### config.mk
export PLATFORM = sky130hd
export DESIGN_NAME = id_hazard_scoreboard_flat
export DESIGN_NICKNAME = d
export VERILOG_FILES = /design/src/rtl/id_hazard_scoreboard_pkg.sv /design/src/rtl/id_hazard_scoreboard_if.sv /design/src/rtl/id_hazard_scoreboard_port_match.sv /design/src/rtl/id_hazard_scoreboard.sv /design/src/flat_wrapper.sv
export SDC_FILE = /design/constraint.sdc
export NUM_CORES = 1
export LEC_CHECK = 0
export ABC_AREA = 1
export CAP_MARGIN = 20
export CELL_PAD_IN_SITES_DETAIL_PLACEMENT = 0
export CELL_PAD_IN_SITES_GLOBAL_PLACEMENT = 1
export CORE_MARGIN = 10
export CORE_UTILIZATION = 37
export DETAILED_ROUTE_END_ITERATION = 6
export GPL_ROUTABILITY_DRIVEN = 0
export PLACE_DENSITY_LB_ADDON = 0.1
export SETUP_SLACK_MARGIN = 0.4
export SKIP_CTS_REPAIR_TIMING = 1
export SLEW_MARGIN = 20
export SYNTH_ARGS = -nofsm -noshare
export SYNTH_HDL_FRONTEND = slang
export SYNTH_SLANG_ARGS = --single-unit
export TNS_END_PERCENT = 5
### constraint.sdc
create_clock -name clk -period 2.8 [get_ports clk]
set_clock_uncertainty 0.1 [all_clocks]
set_input_delay 0.56 -clock clk [delete_from_list [all_inputs] [get_ports clk]]
set_output_delay 0.56 -clock clk [all_outputs]
set_load 0.005 [all_outputs]
### src/rtl/id_hazard_scoreboard_pkg.sv
// Shared types for the ID-stage hazard scoreboard: FSM encoding, forward-select
// constants and the per-stage scoreboard entry.
package id_hazard_scoreboard_pkg;

    localparam int REG_AW = 5;
    localparam int FW_RF  = 0;

    typedef enum logic {
        ST_RUN   = 1'b0,
        ST_STALL = 1'b1
    } stall_state_e;

    typedef struct packed {
        logic              valid;
        logic [REG_AW-1:0] dest;
        logic              is_load;
    } sb_entry_t;

endpackage

### src/rtl/id_hazard_scoreboard_if.sv
// ID-stage request/response bundle between the decode stage (master) and the
// hazard scoreboard (slave).
interface id_hazard_scoreboard_if #(
    parameter int NUM_RD_PORTS = 2,
    parameter int SEL_W        = 2
);
    import id_hazard_scoreboard_pkg::*;

    logic [NUM_RD_PORTS-1:0]             rd_valid;
    logic [NUM_RD_PORTS-1:0][REG_AW-1:0] rd_addr;
    logic                                issue_valid;
    logic                                issue_reg_write;
    logic                                issue_mem_read;
    logic [REG_AW-1:0]                   issue_dest;
    logic                                branch_taken;

    logic [NUM_RD_PORTS-1:0][SEL_W-1:0]  fw_sel;
    logic                                pc_write_enable;
    logic                                if_id_write_enable;
    logic                                id_ex_flush;
    logic                                if_id_flush;
    logic                                stall_active;
    logic [15:0]                         stall_count;

    modport master (
        output rd_valid, rd_addr, issue_valid, issue_reg_write, issue_mem_read,
               issue_dest, branch_taken,
        input  fw_sel, pc_write_enable, if_id_write_enable, id_ex_flush,
               if_id_flush, stall_active, stall_count
    );

    modport slave (
        input  rd_valid, rd_addr, issue_valid, issue_reg_write, issue_mem_read,
               issue_dest, branch_taken,
        output fw_sel, pc_write_enable, if_id_write_enable, id_ex_flush,
               if_id_flush, stall_active, stall_count
    );

endinterface

### src/rtl/id_hazard_scoreboard_port_match.sv
// Per-read-port priority search over the scoreboard: youngest matching writer
// wins; a load too young to forward turns the hit into a hazard.
module hazard_port_match
    import id_hazard_scoreboard_pkg::*;
#(
    parameter int PIPE_DEPTH = 3,
    parameter int LOAD_LAT   = 2,
    parameter int SEL_W      = 2
) (
    input  logic                         rd_valid,
    input  logic [REG_AW-1:0]            rd_addr,
    input  sb_entry_t [PIPE_DEPTH:1]     sb,
    output logic [SEL_W-1:0]             fw_sel,
    output logic                         hazard
);

    int   hit_k;
    logic hit_load;

    always_comb begin
        hit_k    = 0;
        hit_load = 1'b0;
        // Walk oldest to youngest so the youngest match overwrites the rest.
        if (rd_valid && (rd_addr != '0)) begin
            for (int k = PIPE_DEPTH; k >= 1; k--) begin
                if (sb[k].valid && (sb[k].dest == rd_addr)) begin
                    hit_k    = k;
                    hit_load = sb[k].is_load;
                end
            end
        end
        hazard = (hit_k != 0) && hit_load && (hit_k < LOAD_LAT);
        fw_sel = hazard ? SEL_W'(FW_RF) : SEL_W'(hit_k);
    end

endmodule

### src/rtl/id_hazard_scoreboard.sv
// ID-stage hazard scoreboard: tracks in-flight writers, picks forwarding
// sources per read port and stalls on load-use hazards.
module id_hazard_scoreboard
    import id_hazard_scoreboard_pkg::*;
#(
    parameter int NUM_RD_PORTS = 2,
    parameter int PIPE_DEPTH   = 3,
    parameter int LOAD_LAT     = 2,
    parameter int SEL_W        = $clog2(PIPE_DEPTH + 1)
) (
    input  logic                  clk,
    input  logic                  rst,
    id_hazard_scoreboard_if.slave bus
);

    sb_entry_t [PIPE_DEPTH:1]           sb_q;
    logic [NUM_RD_PORTS-1:0]            port_hazard;
    logic [NUM_RD_PORTS-1:0][SEL_W-1:0] port_sel;
    logic                               stall;
    stall_state_e                       state_q, state_d;
    logic [15:0]                        stall_count_q;

    for (genvar p = 0; p < NUM_RD_PORTS; p++) begin : g_port
        hazard_port_match #(
            .PIPE_DEPTH (PIPE_DEPTH),
            .LOAD_LAT   (LOAD_LAT),
            .SEL_W      (SEL_W)
        ) u_match (
            .rd_valid (bus.rd_valid[p]),
            .rd_addr  (bus.rd_addr[p]),
            .sb       (sb_q),
            .fw_sel   (port_sel[p]),
            .hazard   (port_hazard[p])
        );
    end

    assign stall = bus.issue_valid & (|port_hazard) & ~rst;

    // A stalled instruction stays in ID, so stage 1 receives a bubble while
    // older entries keep draining.
    always_ff @(posedge clk or posedge rst) begin
        if (rst) begin
            sb_q <= '0;
        end else begin
            if (stall) begin
                sb_q[1] <= '0;
            end else begin
                sb_q[1].valid   <= bus.issue_valid & bus.issue_reg_write & (bus.issue_dest != '0);
                sb_q[1].dest    <= bus.issue_dest;
                sb_q[1].is_load <= bus.issue_mem_read;
            end
            for (int k = 2; k <= PIPE_DEPTH; k++) begin
                sb_q[k] <= sb_q[k-1];
            end
        end
    end

    always_ff @(posedge clk or posedge rst) begin
        if (rst) state_q <= ST_RUN;
        else     state_q <= state_d;
    end

    always_comb begin
        state_d = state_q;
        case (state_q)
            ST_RUN:   if (stall)  state_d = ST_STALL;
            ST_STALL: if (!stall) state_d = ST_RUN;
            default:              state_d = ST_RUN;
        endcase
    end

    always_ff @(posedge clk or posedge rst) begin
        if (rst) stall_count_q <= '0;
        else if (stall && (stall_count_q != 16'hFFFF)) stall_count_q <= stall_count_q + 16'd1;
    end

    // Branch resolved under a stall is dropped; it re-resolves once operands forward.
    assign bus.fw_sel             = (stall || rst) ? '0 : port_sel;
    assign bus.pc_write_enable    = ~stall;
    assign bus.if_id_write_enable = ~stall;
    assign bus.id_ex_flush        = stall;
    assign bus.if_id_flush        = bus.branch_taken & ~stall & ~rst;
    assign bus.stall_active       = (state_q == ST_STALL);
    assign bus.stall_count        = stall_count_q;

endmodule

### src/flat_wrapper.sv
// flat-port wrapper written by rule: the top's interface ports become plain ports
module id_hazard_scoreboard_flat import id_hazard_scoreboard_pkg::*;
#(
    parameter int NUM_RD_PORTS = 2,
    parameter int PIPE_DEPTH   = 3,
    parameter int LOAD_LAT     = 2,
    parameter int SEL_W        = $clog2(PIPE_DEPTH + 1)
)
  (clk, rst, bus_rd_valid, bus_rd_addr, bus_issue_valid, bus_issue_reg_write, bus_issue_mem_read, bus_issue_dest, bus_branch_taken, bus_fw_sel, bus_pc_write_enable, bus_if_id_write_enable, bus_id_ex_flush, bus_if_id_flush, bus_stall_active, bus_stall_count);
  id_hazard_scoreboard_if #(.NUM_RD_PORTS(NUM_RD_PORTS), .SEL_W(SEL_W)) bus_i ();
  input  logic clk;
  input  logic rst;
  input wire logic [$bits(bus_i.rd_valid)-1:0] bus_rd_valid;
  input wire logic [$bits(bus_i.rd_addr)-1:0] bus_rd_addr;
  input wire logic [$bits(bus_i.issue_valid)-1:0] bus_issue_valid;
  input wire logic [$bits(bus_i.issue_reg_write)-1:0] bus_issue_reg_write;
  input wire logic [$bits(bus_i.issue_mem_read)-1:0] bus_issue_mem_read;
  input wire logic [$bits(bus_i.issue_dest)-1:0] bus_issue_dest;
  input wire logic [$bits(bus_i.branch_taken)-1:0] bus_branch_taken;
  output wire logic [$bits(bus_i.fw_sel)-1:0] bus_fw_sel;
  output wire logic [$bits(bus_i.pc_write_enable)-1:0] bus_pc_write_enable;
  output wire logic [$bits(bus_i.if_id_write_enable)-1:0] bus_if_id_write_enable;
  output wire logic [$bits(bus_i.id_ex_flush)-1:0] bus_id_ex_flush;
  output wire logic [$bits(bus_i.if_id_flush)-1:0] bus_if_id_flush;
  output wire logic [$bits(bus_i.stall_active)-1:0] bus_stall_active;
  output wire logic [$bits(bus_i.stall_count)-1:0] bus_stall_count;
  assign bus_i.rd_valid = bus_rd_valid;
  assign bus_i.rd_addr = bus_rd_addr;
  assign bus_i.issue_valid = bus_issue_valid;
  assign bus_i.issue_reg_write = bus_issue_reg_write;
  assign bus_i.issue_mem_read = bus_issue_mem_read;
  assign bus_i.issue_dest = bus_issue_dest;
  assign bus_i.branch_taken = bus_branch_taken;
  assign bus_fw_sel = bus_i.fw_sel;
  assign bus_pc_write_enable = bus_i.pc_write_enable;
  assign bus_if_id_write_enable = bus_i.if_id_write_enable;
  assign bus_id_ex_flush = bus_i.id_ex_flush;
  assign bus_if_id_flush = bus_i.if_id_flush;
  assign bus_stall_active = bus_i.stall_active;
  assign bus_stall_count = bus_i.stall_count;
  id_hazard_scoreboard #(.NUM_RD_PORTS(NUM_RD_PORTS), .PIPE_DEPTH(PIPE_DEPTH), .LOAD_LAT(LOAD_LAT), .SEL_W(SEL_W)) u_core (.clk(clk), .rst(rst), .bus(bus_i));
endmodule
After elaboration in Yosys (flattened, before gate mapping)
Cells that the tools add are included.
{"block": "word_totals", "regBits": 38, "input_bits": 23}
{"block": "classes", "n_addsub": 1, "magnitude_cmp": 2, "eq_ne": 7, "muxes": 21, "bitwise_logic": 8, "reduce_logical": 20}
{"op": "32-bit two-way mux", "n": 6}
{"op": "32-bit by 3-bit less-than comparator with 1-bit output (second input constant)", "n": 2}
{"op": "32-bit nonzero test", "n": 2}
{"op": "5-bit equality test", "n": 6}
{"op": "16-bit by 1-bit adder with 16-bit output (second input constant)", "n": 1}
{"op": "16-bit != test (second input constant)", "n": 1}
{"op": "5-bit nonzero test", "n": 3}
{"op": "1-bit logical AND", "n": 13}
{"op": "1-bit two-way mux", "n": 9}
{"op": "2-bit two-way mux", "n": 4}
{"op": "7-bit two-way mux", "n": 1}
{"op": "1-bit AND", "n": 6}
{"op": "4-bit two-way mux", "n": 1}
{"op": "1-bit NOT", "n": 2}
{"op": "2-bit OR reduction", "n": 1}
{"op": "1-bit logical OR", "n": 1}

Longest topological paths before layout
Gate-level depths: netlist (run 1).
{"block": "depth", "depth_word": 15, "ltp_mapped": 15, "depth_no_buf": 15}

Cells and area by module
Synthesis (run 1) repeated with hierarchy kept, for this count alone.
{"block": "unflattened", "cells_unflattened": 386, "hier_area_um2": 2511.2}
{"module": "id_hazard_scoreboard", "instances": 1, "cells_per_inst": 198, "area_each_um2": 1712.9, "seq_area_each_um2": 950.9}
{"module": "hazard_port_match", "instances": 2, "cells_per_inst": 94, "area_each_um2": 399.1, "seq_area_each_um2": 0.0}

Worst setup path before layout (run 1)
Ideal clock, no wire load.
{"block": "synth_timing", "path_kind": "input to output", "start": "input bus_rd_addr[7]", "end": "output bus_pc_write_enable", "arrival_time_ns": 1.829, "required_ns": 2.140, "path_slack_ns": 0.311, "path_stages": 14, "path_buffers": 1, "path_cell_list": "inv_2 -> nand2_1 -> nand2_1 -> nor2_2 -> inv_1 -> nor2_2 -> nand2_1 -> a21oi_2 -> nand3_2 -> nand2_2 -> nand2_2 -> nor2_4 -> inv_4 -> buf_4"}
{"block": "synth_between", "elab_chain_cells": 13}
{"item": "start, declared", "line": "flat_wrapper.sv:14", "text": "input wire logic [$bits(bus_i.rd_addr)-1:0] bus_rd_addr;"}
{"item": "branches (longest 8 deep; another with 32-bit by 3-bit less-than comparator with 1-bit output)"}
{"item": "1-bit logical AND *", "line": "id_hazard_scoreboard_port_match.sv:32", "text": "hazard = (hit_k != 0) && hit_load && (hit_k < LOAD_LAT);"}
{"item": "2-bit OR reduction *", "line": "id_hazard_scoreboard.sv:37", "text": "assign stall = bus.issue_valid & (|port_hazard) & ~rst;"}
{"item": "1-bit AND * (2 in series)", "line": "id_hazard_scoreboard.sv:37"}
{"item": "net bus_id_ex_flush", "line": "flat_wrapper.sv:23", "text": "output wire logic [$bits(bus_i.id_ex_flush)-1:0] bus_id_ex_flush;"}
{"item": "1-bit NOT *"}
{"item": "end, declared", "line": "flat_wrapper.sv:21", "text": "output wire logic [$bits(bus_i.pc_write_enable)-1:0] bus_pc_write_enable;"}
Mark *: on every way through the listed nets, which the timed path passes.

Worst setup path after layout (run 1)
{"block": "layout_timing", "start": "input bus_rd_addr[6]", "end": "output bus_if_id_write_enable"}
{"block": "layout_between", "elab_chain_cells": 13}
{"item": "branches (longest 8 deep; another with 32-bit by 3-bit less-than comparator with 1-bit output)"}
{"item": "1-bit logical AND *", "line": "id_hazard_scoreboard_port_match.sv:32"}
{"item": "2-bit OR reduction *", "line": "id_hazard_scoreboard.sv:37"}
{"item": "1-bit AND * (2 in series)", "line": "id_hazard_scoreboard.sv:37"}
{"item": "1-bit NOT *", "line": "id_hazard_scoreboard.sv:80", "text": "assign bus.if_id_write_enable = ~stall;"}
{"item": "end, declared", "line": "flat_wrapper.sv:22", "text": "output wire logic [$bits(bus_i.if_id_write_enable)-1:0] bus_if_id_write_enable;"}
Mark *: on every way between the ends.

==> impl_metrics.tcl, run 1 <==
set metrics [dict create \
    status "completed" \
    postSynthCellCount 305 \
    dieHeight_um 99.6 \
    syn_to_final_growth_pct 45.3 \
    crit_required_ns 2.14 \
    cts_buffer_depth 2 \
    clock_latency_ns 0.29 \
    clock-sinks 38 \
    cp.arrival_ns 2.02 \
    yosys_warnings 0 \
    rows 28 \
    grt_max_degree 34 \
    first_iter_violations 90 \
    clk_pin_slew_ns 0.08 \
    drc 0 \
    critPathMaxFanout 5 \
    end_kind "output port" \
    synth_area_um2 2350 \
    syn_nets 329 \
    period_share_pct 95.7 \
    nNetsFinal 412 \
    grt_pass1_vias 2103 \
    hold_start "u_core.sb_q[7]" \
    cts-root-buf "clkbuf_8" \
    tritoncts "built" \
    diodes 0 \
    p_leak_uw 0.00180 \
    regToRegEndpoint "u_core.bus.stall_count[8]" \
    start_util_pct 38.9 \
    hpwl_mm 4.80 \
    finalMaxSlewViolations 0 \
    antenna_found_initial 0 \
    tns_ns 0 \
    path_common_cell "nand2_1" \
    reg2reg_setup_slack_ns 0.48 \
    cts_inserted_buffers 5 \
    ioPinCount 48 \
    slew_headroom_pct 73.9 \
    holdCritPathClass "reg -> reg" \
    cp_cell_sequence "clkbuf_4 > inv_4 > nand2_1 > nand2_1 > nor2_2 > nand2_2 > nor2_2 > nand2_1 > a21oi_2 > nand3_2 > nand2_2 > nand2_4 > nor2_4 > inv_4 > buf_6" \
    viasPerCell 4.84 \
    maxCapViolations 0 \
    fmax_ghz 0.373 \
    place.port_buffers 47 \
    drt_wl_total_mm 6.42 \
    fin_ws_ns 0.122 \
    hold_violations 0 \
    fin_crit_ns 2.68 \
    hold_path_end "u_core.sb_q[14]" \
    worst_slew_pin_slew_ns 0.392 \
    layout_common_cells "nand2_1, dfrtp_1, inv_1" \
    place_ws_ns -0.810 \
    vias 2247 \
    grt-ovfl-total 0 \
    setup_viol 0 \
    timing.rr.start "u_core.bus.stall_count[0]" \
    rr_worst_depth 9 \
    ys_seq_area_share_pct 40.5 \
    grt_usage_pct 12.7 \
    power_density_nw_per_um2 393 \
    wire_per_inst_um 13.8 \
    slowest_stage "a21oi_2" \
    h-tree-depth 2 \
    core_area_um2 6030 \
    synth_cell_types 30 \
    die_w_um 99.6 \
    grt_pass1_wl_mm 10.4 \
    syn_avg_cell_area_um2 7.69 \
    hold_depth 0 \
    drive_gt1_share_pct 31.6 \
    postRouteAntennaNets 0 \
    startpoint_type "input pin" \
    path_class "in -> out" \
    critPathMaxStageDelay_ns 0.17 \
    dr.pass1.iters 4 \
    layout_commonest_cell "nand2_1" \
    max-vdd-ir-drop_uv 290 \
    die-area_um2 9930 \
    rsz0062_at_grt "true" \
    ys_ff_latch 38 \
]
-- worst max-delay path, delay by kind of cell --
family / cells / cell delay, ns
buffers and inverters: 4 / 0.35
AND/OR/NAND/NOR: 10 / 0.93
AO/OA/AOI/OAI: 1 / 0.17
-- synthesized netlist by cell type --
cell | number | area [µm²]
nand3_2 | 3 | 30.0
xnor2_1 | 8 | 70.1
xor2_1 | 12 | 105
buf_2 | 3 | 15.0
nand4_4 | 2 | 42.5
buf_6 | 2 | 22.5
nand2_2 | 10 | 62.6
nor2_4 | 1 | 11.3
inv_1 | 37 | 139
ha_1 | 1 | 12.5
o221ai_1 | 1 | 8.76
buf_4 | 1 | 7.51
or3_1 | 1 | 6.26
o2111ai_1 | 3 | 26.3
nor4_1 | 1 | 6.26
o22ai_1 | 2 | 12.5
nand4_1 | 23 | 144
a21oi_2 | 2 | 17.5
inv_2 | 12 | 45.0
inv_4 | 1 | 6.26
dfrtp_1 | 38 | 951
nor2_2 | 3 | 18.8
a21oi_4 | 1 | 16.3
nor3_1 | 3 | 15.0
nand3_1 | 10 | 50.1
nand2_1 | 90 | 338
nor3_4 | 2 | 32.5
o311ai_0 | 1 | 8.76
o21ai_0 | 7 | 35.0
nor2_1 | 24 | 90.1
-- layout make-up --
cell class              count  area, µm²
repair buffers             82        741
clock buffers               5       68.8
multi-input cells         211       1260
well taps                  75       93.8
clock inverters             3       68.8
inverters                  50        223
fillers                   557       2620
flip-flops and latches     38        955
-- state kept, by name (all words and copies together) (netlist names) --
signal                   flops
u_core.bus.stall_count      16
u_core.bus.stall_active      1
u_core.sb_q                 21
-- routing by layer --
layer | global-route usage, % | wire (µm) | vias up | part of all wire (%)
met5 | 0 | 0 | - | 0
met3 | 4.29 | 379 | 7 | 5.9
met4 | 3.97 | 86 | 0 | 1.3
met2 | 18.4 | 2740 | 46 | 43
li1 | - | - | 1143 | -
met1 | 17.1 | 3210 | 1051 | 50
-- through the flow --
step / util (%) / instances / cell area, µm² / total power [µW] / hold WS (ns)
floorplan: - / 305 / 2400 / 667 / 0.254
global placement: 51.5 / 445 / 3110 / 758 / 0.273
detailed placement: 51.5 / 445 / 3110 / 758 / 0.270
CTS: 53.8 / 453 / 3240 / 1340 / 0.291
global route: 56.6 / 464 / 3410 / 1400 / 0.310
finish: 56.6 / 464 / 3410 / 1340 / 0.288
-- report_power, final --
part	leakage [µW]	internal [µW]	switching (µW)	total (µW)
combinational	0.00125	86.6	98.8	185
clock	0.0000683	357	214	571
sequential	0.000483	565	18.5	584
total	0.00180	1010	331	1340
-- worst max-delay path by stage --
stage,slack (ns),start,end
floorplan,0.32,bus_rd_addr[9],bus_pc_write_enable
global placement,-0.85,bus_rd_addr[8],bus_fw_sel[1]
detailed placement,-0.81,bus_rd_addr[8],bus_fw_sel[1]
CTS,-0.83,bus_rd_addr[8],bus_fw_sel[1]
global route,-0.03,u_core.sb_q[11],bus_fw_sel[1]
finish,0.12,bus_rd_addr[6],bus_if_id_write_enable
-- logic make-up after synthesis --
logic type / Yosys count / synth area share (%)
xor+xnor: 20 / 7.47
flops: 38 / 40.5
simple gates: 173 / 36.1
compound gates: 17 / 5.33
fa+ha+maj: 1 / 0.533
buf+inv: 56 / 10.0
No activity file was read; power rests on OpenSTA's default activity.
==> inputs of run 2 (changes only) <==
--- a/config.mk
+++ b/config.mk
@@ -6,6 +6,7 @@
 export NUM_CORES = 1
 export LEC_CHECK = 0
 export ABC_AREA = 1
+export ABC_CLOCK_PERIOD_IN_PS = 2900
 export CAP_MARGIN = 20
 export CELL_PAD_IN_SITES_DETAIL_PLACEMENT = 0
 export CELL_PAD_IN_SITES_GLOBAL_PLACEMENT = 1
==> constraint.sdc (replaced) <==
create_clock -name clk -period 2.9 [get_ports clk]
set_clock_uncertainty 0.1 [all_clocks]
set_input_delay 0.58 -clock clk [delete_from_list [all_inputs] [get_ports clk]]
set_output_delay 0.58 -clock clk [all_outputs]
set_load 0.005 [all_outputs]
==> run 2 against run 1 <==
Net effect:
- design area up 0.62%
- sequential power down 3.6%
- cell count up 0.22%
- first-iteration DRC count up 44%
- wire length up 0.44%
- non-clock buffer count up 1
- combinational power down 3%
- die area unchanged
- sequential share of layout area down 0.21 points
- sequential cell count unchanged
- highest routed layer unchanged
==> impl_metrics.tcl, run 2 (same netlist as run 1, synthesis figures left out) <==
set metrics [dict create \
    status "completed" \
    hold_path_end "u_core.sb_q[14]" \
    tns_ns 0 \
    grt_pass1_vias 2129 \
    crit_required_ns 2.22 \
    fmax_ghz 0.367 \
    regMostFlops "u_core.sb_q" \
    dieHeight_um 99.6 \
    hold_start "u_core.sb_q[7]" \
    dp.cells 447 \
    largest_reg_flops 21 \
    drive_gt1_share_pct 31.0 \
    syn_to_final_growth_pct 46.2 \
    core_area_um2 6030 \
    p_leak_uw 0.00184 \
    finalPower_uw 1310 \
    reg2reg_setup_slack_ns 0.56 \
    nNetsFinal 413 \
    hold_violations 0 \
    place.port_buffers 47 \
    cp_cell_sequence "dlymetal6s2s_1 > xor2_1 > nor2_1 > o2111ai_1 > nor3_1 > buf_4 > inv_1 > o21ai_1 > nand3_1 > nor2_1 > buf_2" \
    met3_usage_pct 4.36 \
    wire_per_inst_um 13.9 \
    die-area_um2 9930 \
    path_class "in -> out" \
    ioPinCount 48 \
    grt_usage_pct 12.9 \
    critical_path.top_delay_family "simple AND/OR/NAND/NOR gates" \
    grt-ovfl-total 0 \
    regToRegEndpoint "u_core.bus.stall_count[6]" \
    final_cells 465 \
    clock-sinks 38 \
    path_common_cell "nor2_1" \
    busiest_layer "met2" \
    layout_commonest_cell "nand2_1" \
    hpwl_mm 4.91 \
    rr_worst_depth 9 \
    clk_pin_slew_ns 0.08 \
    slew_headroom_pct 75.6 \
    grtUsageMet2_pct 18.5 \
    critPathMaxStageDelay_ns 0.22 \
    rsz0062_at_grt "true" \
    startpoint_type "input pin" \
    drc 0 \
    rows 28 \
    first_iter_violations 130 \
    period_share_pct 94.1 \
    max-vdd-ir-drop_uv 211 \
    drt_wl_total_mm 6.44 \
    cts-root-buf "clkbuf_8" \
    worst_slew_pin_slew_ns 0.366 \
    use_met1_pct 17.7 \
    start_util_pct 38.9 \
    critPathBufInv 4 \
    maxCapViolations 0 \
    viasPerCell 4.78 \
    critPathMaxFanout 4 \
    dr.pass1.iters 4 \
    fin_ws_ns 0.172 \
    grt_pass1_wl_mm 10.6 \
    crit_cells 11 \
    cts_buffer_depth 2 \
    tritoncts "built" \
    postRouteAntennaNets 0 \
    place_ws_ns -0.716 \
    power_density_nw_per_um2 382 \
    h-tree-depth 2 \
    die_w_um 99.6 \
    clock_latency_ns 0.30 \
    cp.arrival_ns 2.05 \
    timing.rr.start "u_core.bus.stall_count[0]" \
    antenna_found_initial 0 \
    cts_inserted_buffers 5 \
    setup_viol 0 \
    grt_max_degree 31 \
    layout_common_cells "nand2_1, dfrtp_1, buf_4" \
    holdCritPathClass "reg -> reg" \
    slowest_stage "nor3_1" \
    end_kind "output port" \
    fin_crit_ns 2.73 \
    hold_depth 0 \
    finalMaxSlewViolations 0 \
    diodes 0 \
    vias 2222 \
]
==> run 2: cell types whose count changed in the layout (fill, tap and decap cells not counted), sizes merged <==
cell / before / now
buf: 41 / 43
dlymetal6s2s: 6 / 8
clkinv: 1 / 0
clkbuf: 11 / 9
==> run 2: area by class of cell <==
class	instances	area, µm²
inverter	50	223
sequential	38	953
fill	587	2590
tap	75	93.8
multi-input combinational	211	1250
clock buffer	6	82.6
clock inverter	2	60.1
timing repair buffer	83	766
==> run 2: where the power goes <==
group / internal (µW) / switching [µW] / leakage [µW] / total [µW]
Combinational: 84.9 / 94.2 / 0.00129 / 179
Clock: 367 / 202 / 0.0000714 / 569
Sequential: 546 / 17.9 / 0.000484 / 563
==> run 2: stage by stage <==
stage	hold slack [ns]	instance area [µm²]	util (%)
6_report	0.291	3430	56.9
5_1_grt	0.300	3430	56.9
4_1_cts	0.296	3260	54.2
3_5_place_dp	0.278	3120	51.8
3_3_place_gp	0.264	3120	51.8
2_1_floorplan	0.254	2400	-
==> run 2: per-layer routing <==
metal	part of all wire, %	wire length, µm
met3	6.2	401
met2	43	2770
met5	0	0
met4	1.0	67
met1	50	3200
==> run 2: worst max path at each step <==
stage	start	endpoint	slack (ns)
finish	bus_rd_addr[4]	bus_fw_sel[0]	0.17
global placement	bus_rd_addr[8]	bus_fw_sel[1]	-0.76
CTS	bus_rd_addr[8]	bus_fw_sel[1]	-0.75
floorplan	bus_rd_addr[9]	bus_pc_write_enable	0.38
global route	u_core.sb_q[15]	bus_if_id_write_enable	0.05
detailed placement	bus_rd_addr[8]	bus_fw_sel[1]	-0.72
==> inputs of run 3 (changes only) <==
--- a/config.mk
+++ b/config.mk
@@ -7,10 +7,9 @@
 export LEC_CHECK = 0
 export ABC_AREA = 1
 export ABC_CLOCK_PERIOD_IN_PS = 2900
-export CAP_MARGIN = 20
 export CELL_PAD_IN_SITES_DETAIL_PLACEMENT = 0
 export CELL_PAD_IN_SITES_GLOBAL_PLACEMENT = 1
-export CORE_MARGIN = 10
+export CORE_MARGIN = 1
 export CORE_UTILIZATION = 37
 export DETAILED_ROUTE_END_ITERATION = 6
 export GPL_ROUTABILITY_DRIVEN = 0
@@ -21,4 +20,4 @@
 export SYNTH_ARGS = -nofsm -noshare
 export SYNTH_HDL_FRONTEND = slang
 export SYNTH_SLANG_ARGS = --single-unit
-export TNS_END_PERCENT = 5
+export TNS_END_PERCENT = 10
==> run 3 against run 2 <==
Net effect:
- via count down 0.95%
- global-route usage up 6.5 points
- die area down 33%
- sequential power about the same
- power down 9.4%
- largest cell class unchanged
- largest power group is now registers
- highest routed layer unchanged
==> impl_metrics.tcl, run 3 (same netlist as run 1, synthesis figures left out) <==
set metrics [dict create \
    antenna_found_initial 0 \
    rows 28 \
    die-area_um2 6660 \
    cp_cell_sequence "buf_6 > buf_6 > nand2_2 > nand2_2 > nor2_2 > nand2_1 > nor2_2 > nand2_1 > a21oi_2 > nand3_2 > nand2_2 > nand2_4 > nor2_4 > inv_4 > buf_6" \
    wire_per_inst_um 13.0 \
    grt_usage_pct 19.3 \
    regToRegEndpoint "u_core.bus.stall_count[13]" \
    drc 0 \
    top_layer "met4" \
    fin_crit_ns 2.71 \
    drive_gt1_share_pct 29.2 \
    cp.arrival_ns 2.03 \
    whs_ns 0.277 \
    clock_latency_ns 0.29 \
    p_leak_uw 0.00176 \
    grt-ovfl-total 0 \
    largest_reg_flops 21 \
    clock-sinks 38 \
    start_util_pct 38.9 \
    grt_max_degree 31 \
    regMostFlops "u_core.sb_q" \
    reg2reg_setup_slack_ns 0.55 \
    vias 2201 \
    pwr-share-clk_pct 38.3 \
    rsz0062_at_grt "true" \
    hold_path_end "u_core.sb_q[14]" \
    cts_inserted_buffers 5 \
    postRouteAntennaNets 0 \
    crit_start "bus_rd_addr[9]" \
    setup_viol 0 \
    slew_headroom_pct 76.2 \
    met2WireLength_mm 2.64 \
    wl_met3_um 347 \
    place.port_buffers 47 \
    core_area_um2 6030 \
    cts_buffer_depth 2 \
    power_switching_uw 307 \
    ioPinCount 48 \
    critPathMaxStageDelay_ns 0.17 \
    grt_pass1_vias 1975 \
    p_int_uw 881 \
    syn_to_final_growth_pct 41.1 \
    power_frac_comb_pct 14.4 \
    dieHeight_um 81.6 \
    max-vdd-ir-drop_uv 225 \
    first_iter_violations 76 \
    drt-met1-wl_mm 2.92 \
    timing.rr.start "u_core.bus.stall_count[0]" \
    clk_pin_slew_ns 0.08 \
    fillers 602 \
    end_kind "output port" \
    dr.pass1.iters 4 \
    holdCritPathClass "reg -> reg" \
    power_density_nw_per_um2 359 \
    drt_wl_total_mm 5.97 \
    nNetsFinal 407 \
    layout_commonest_cell "nand2_1" \
    hold_start "u_core.sb_q[7]" \
    cts-root-buf "clkbuf_8" \
    rr_worst_depth 9 \
    layout_common_cells "nand2_1, dfrtp_1, inv_1" \
    multi_input_area_um2 1230 \
    power_frac_seq_pct 47.4 \
    hold_violations 0 \
    status "completed" \
    hpwl_mm 4.48 \
    crit_required_ns 2.22 \
    critPathMaxFanout 4 \
    register_area_um2 952 \
    tns_ns 0 \
    period_share_pct 93.3 \
    fmax_ghz 0.370 \
    slowest_stage "a21oi_2" \
    path_class "in -> out" \
    viasPerCell 4.80 \
    startpoint_type "input pin" \
    h-tree-depth 2 \
    worst_slew_pin_slew_ns 0.357 \
    finalMaxSlewViolations 0 \
    diodes 0 \
    tritoncts "built" \
    die_w_um 81.6 \
    maxCapViolations 0 \
    hold_depth 0 \
    swShare_pct 25.9 \
    grt_pass1_wl_mm 9.56 \
]
-- run 3: changes by cell type in the layout (fill, tap and decap cells not counted), moves of 2 or more --
cell,before,now
buf_4,33,27
nor2_2,10,8
dlymetal6s2s_1,8,6
nor2_1,16,18
clkbuf_2,3,6
clkinvlp_4,0,2
-- run 3: through the flow --
step                      total power [µW]  cells  worst slack, ns  instance area (µm²)  util [%]
final                                 1190    459            0.194                 3310      54.9
after global routing                  1250    459           0.0514                 3310      54.9
after CTS                             1190    455           -0.776                 3230      53.7
after detailed placement               734    447           -0.757                 3120      51.8
after global placement                 733    447           -0.773                 3120      51.8
after floorplan                        644    305            0.382                 2400         -
-- run 3: worst max-delay path: cells and delay by family --
family / cells / cell delay (ns)
AND/OR/NAND/NOR: 10 / 0.90
AO/OA/AOI/OAI: 1 / 0.17
buffers and inverters: 4 / 0.38
-- run 3: worst max-delay path by stage --
stage,end,slack [ns],cells past startpoint
4_1_cts,bus_fw_sel[1],-0.78,12
3_3_place_gp,bus_fw_sel[1],-0.77,12
2_1_floorplan,bus_pc_write_enable,0.38,14
3_5_place_dp,bus_fw_sel[1],-0.76,12
5_1_grt,bus_if_id_write_enable,0.05,14
6_report,bus_if_id_write_enable,0.19,15
-- run 3: layout make-up --
| type | instances | area share, % |
|---|---|---|
| inverter | 50 | 6.73 |
| tap | 75 | 2.83 |
| clock inverter | 3 | 1.36 |
| sequential | 38 | 28.8 |
| timing repair buffer | 77 | 21.0 |
| multi-input combinational | 211 | 37.2 |
| clock buffer | 5 | 2.08 |
-- run 3: power groups by stage --
stage               Clock, µW  Sequential [µW]  Combinational [µW]
floorplan                   0              567                76.8
finish                    455              563                 171
global placement            0              573                 161
detailed placement          0              573                 161
CTS                       468              563                 161
global route              496              565                 189
-- run 3: metal layers --
metal,vias to the layer above,track usage (%)
li1,1128,-
met3,8,4.56
met2,69,28.2
met1,996,28.1
met5,-,0
met4,0,5.96
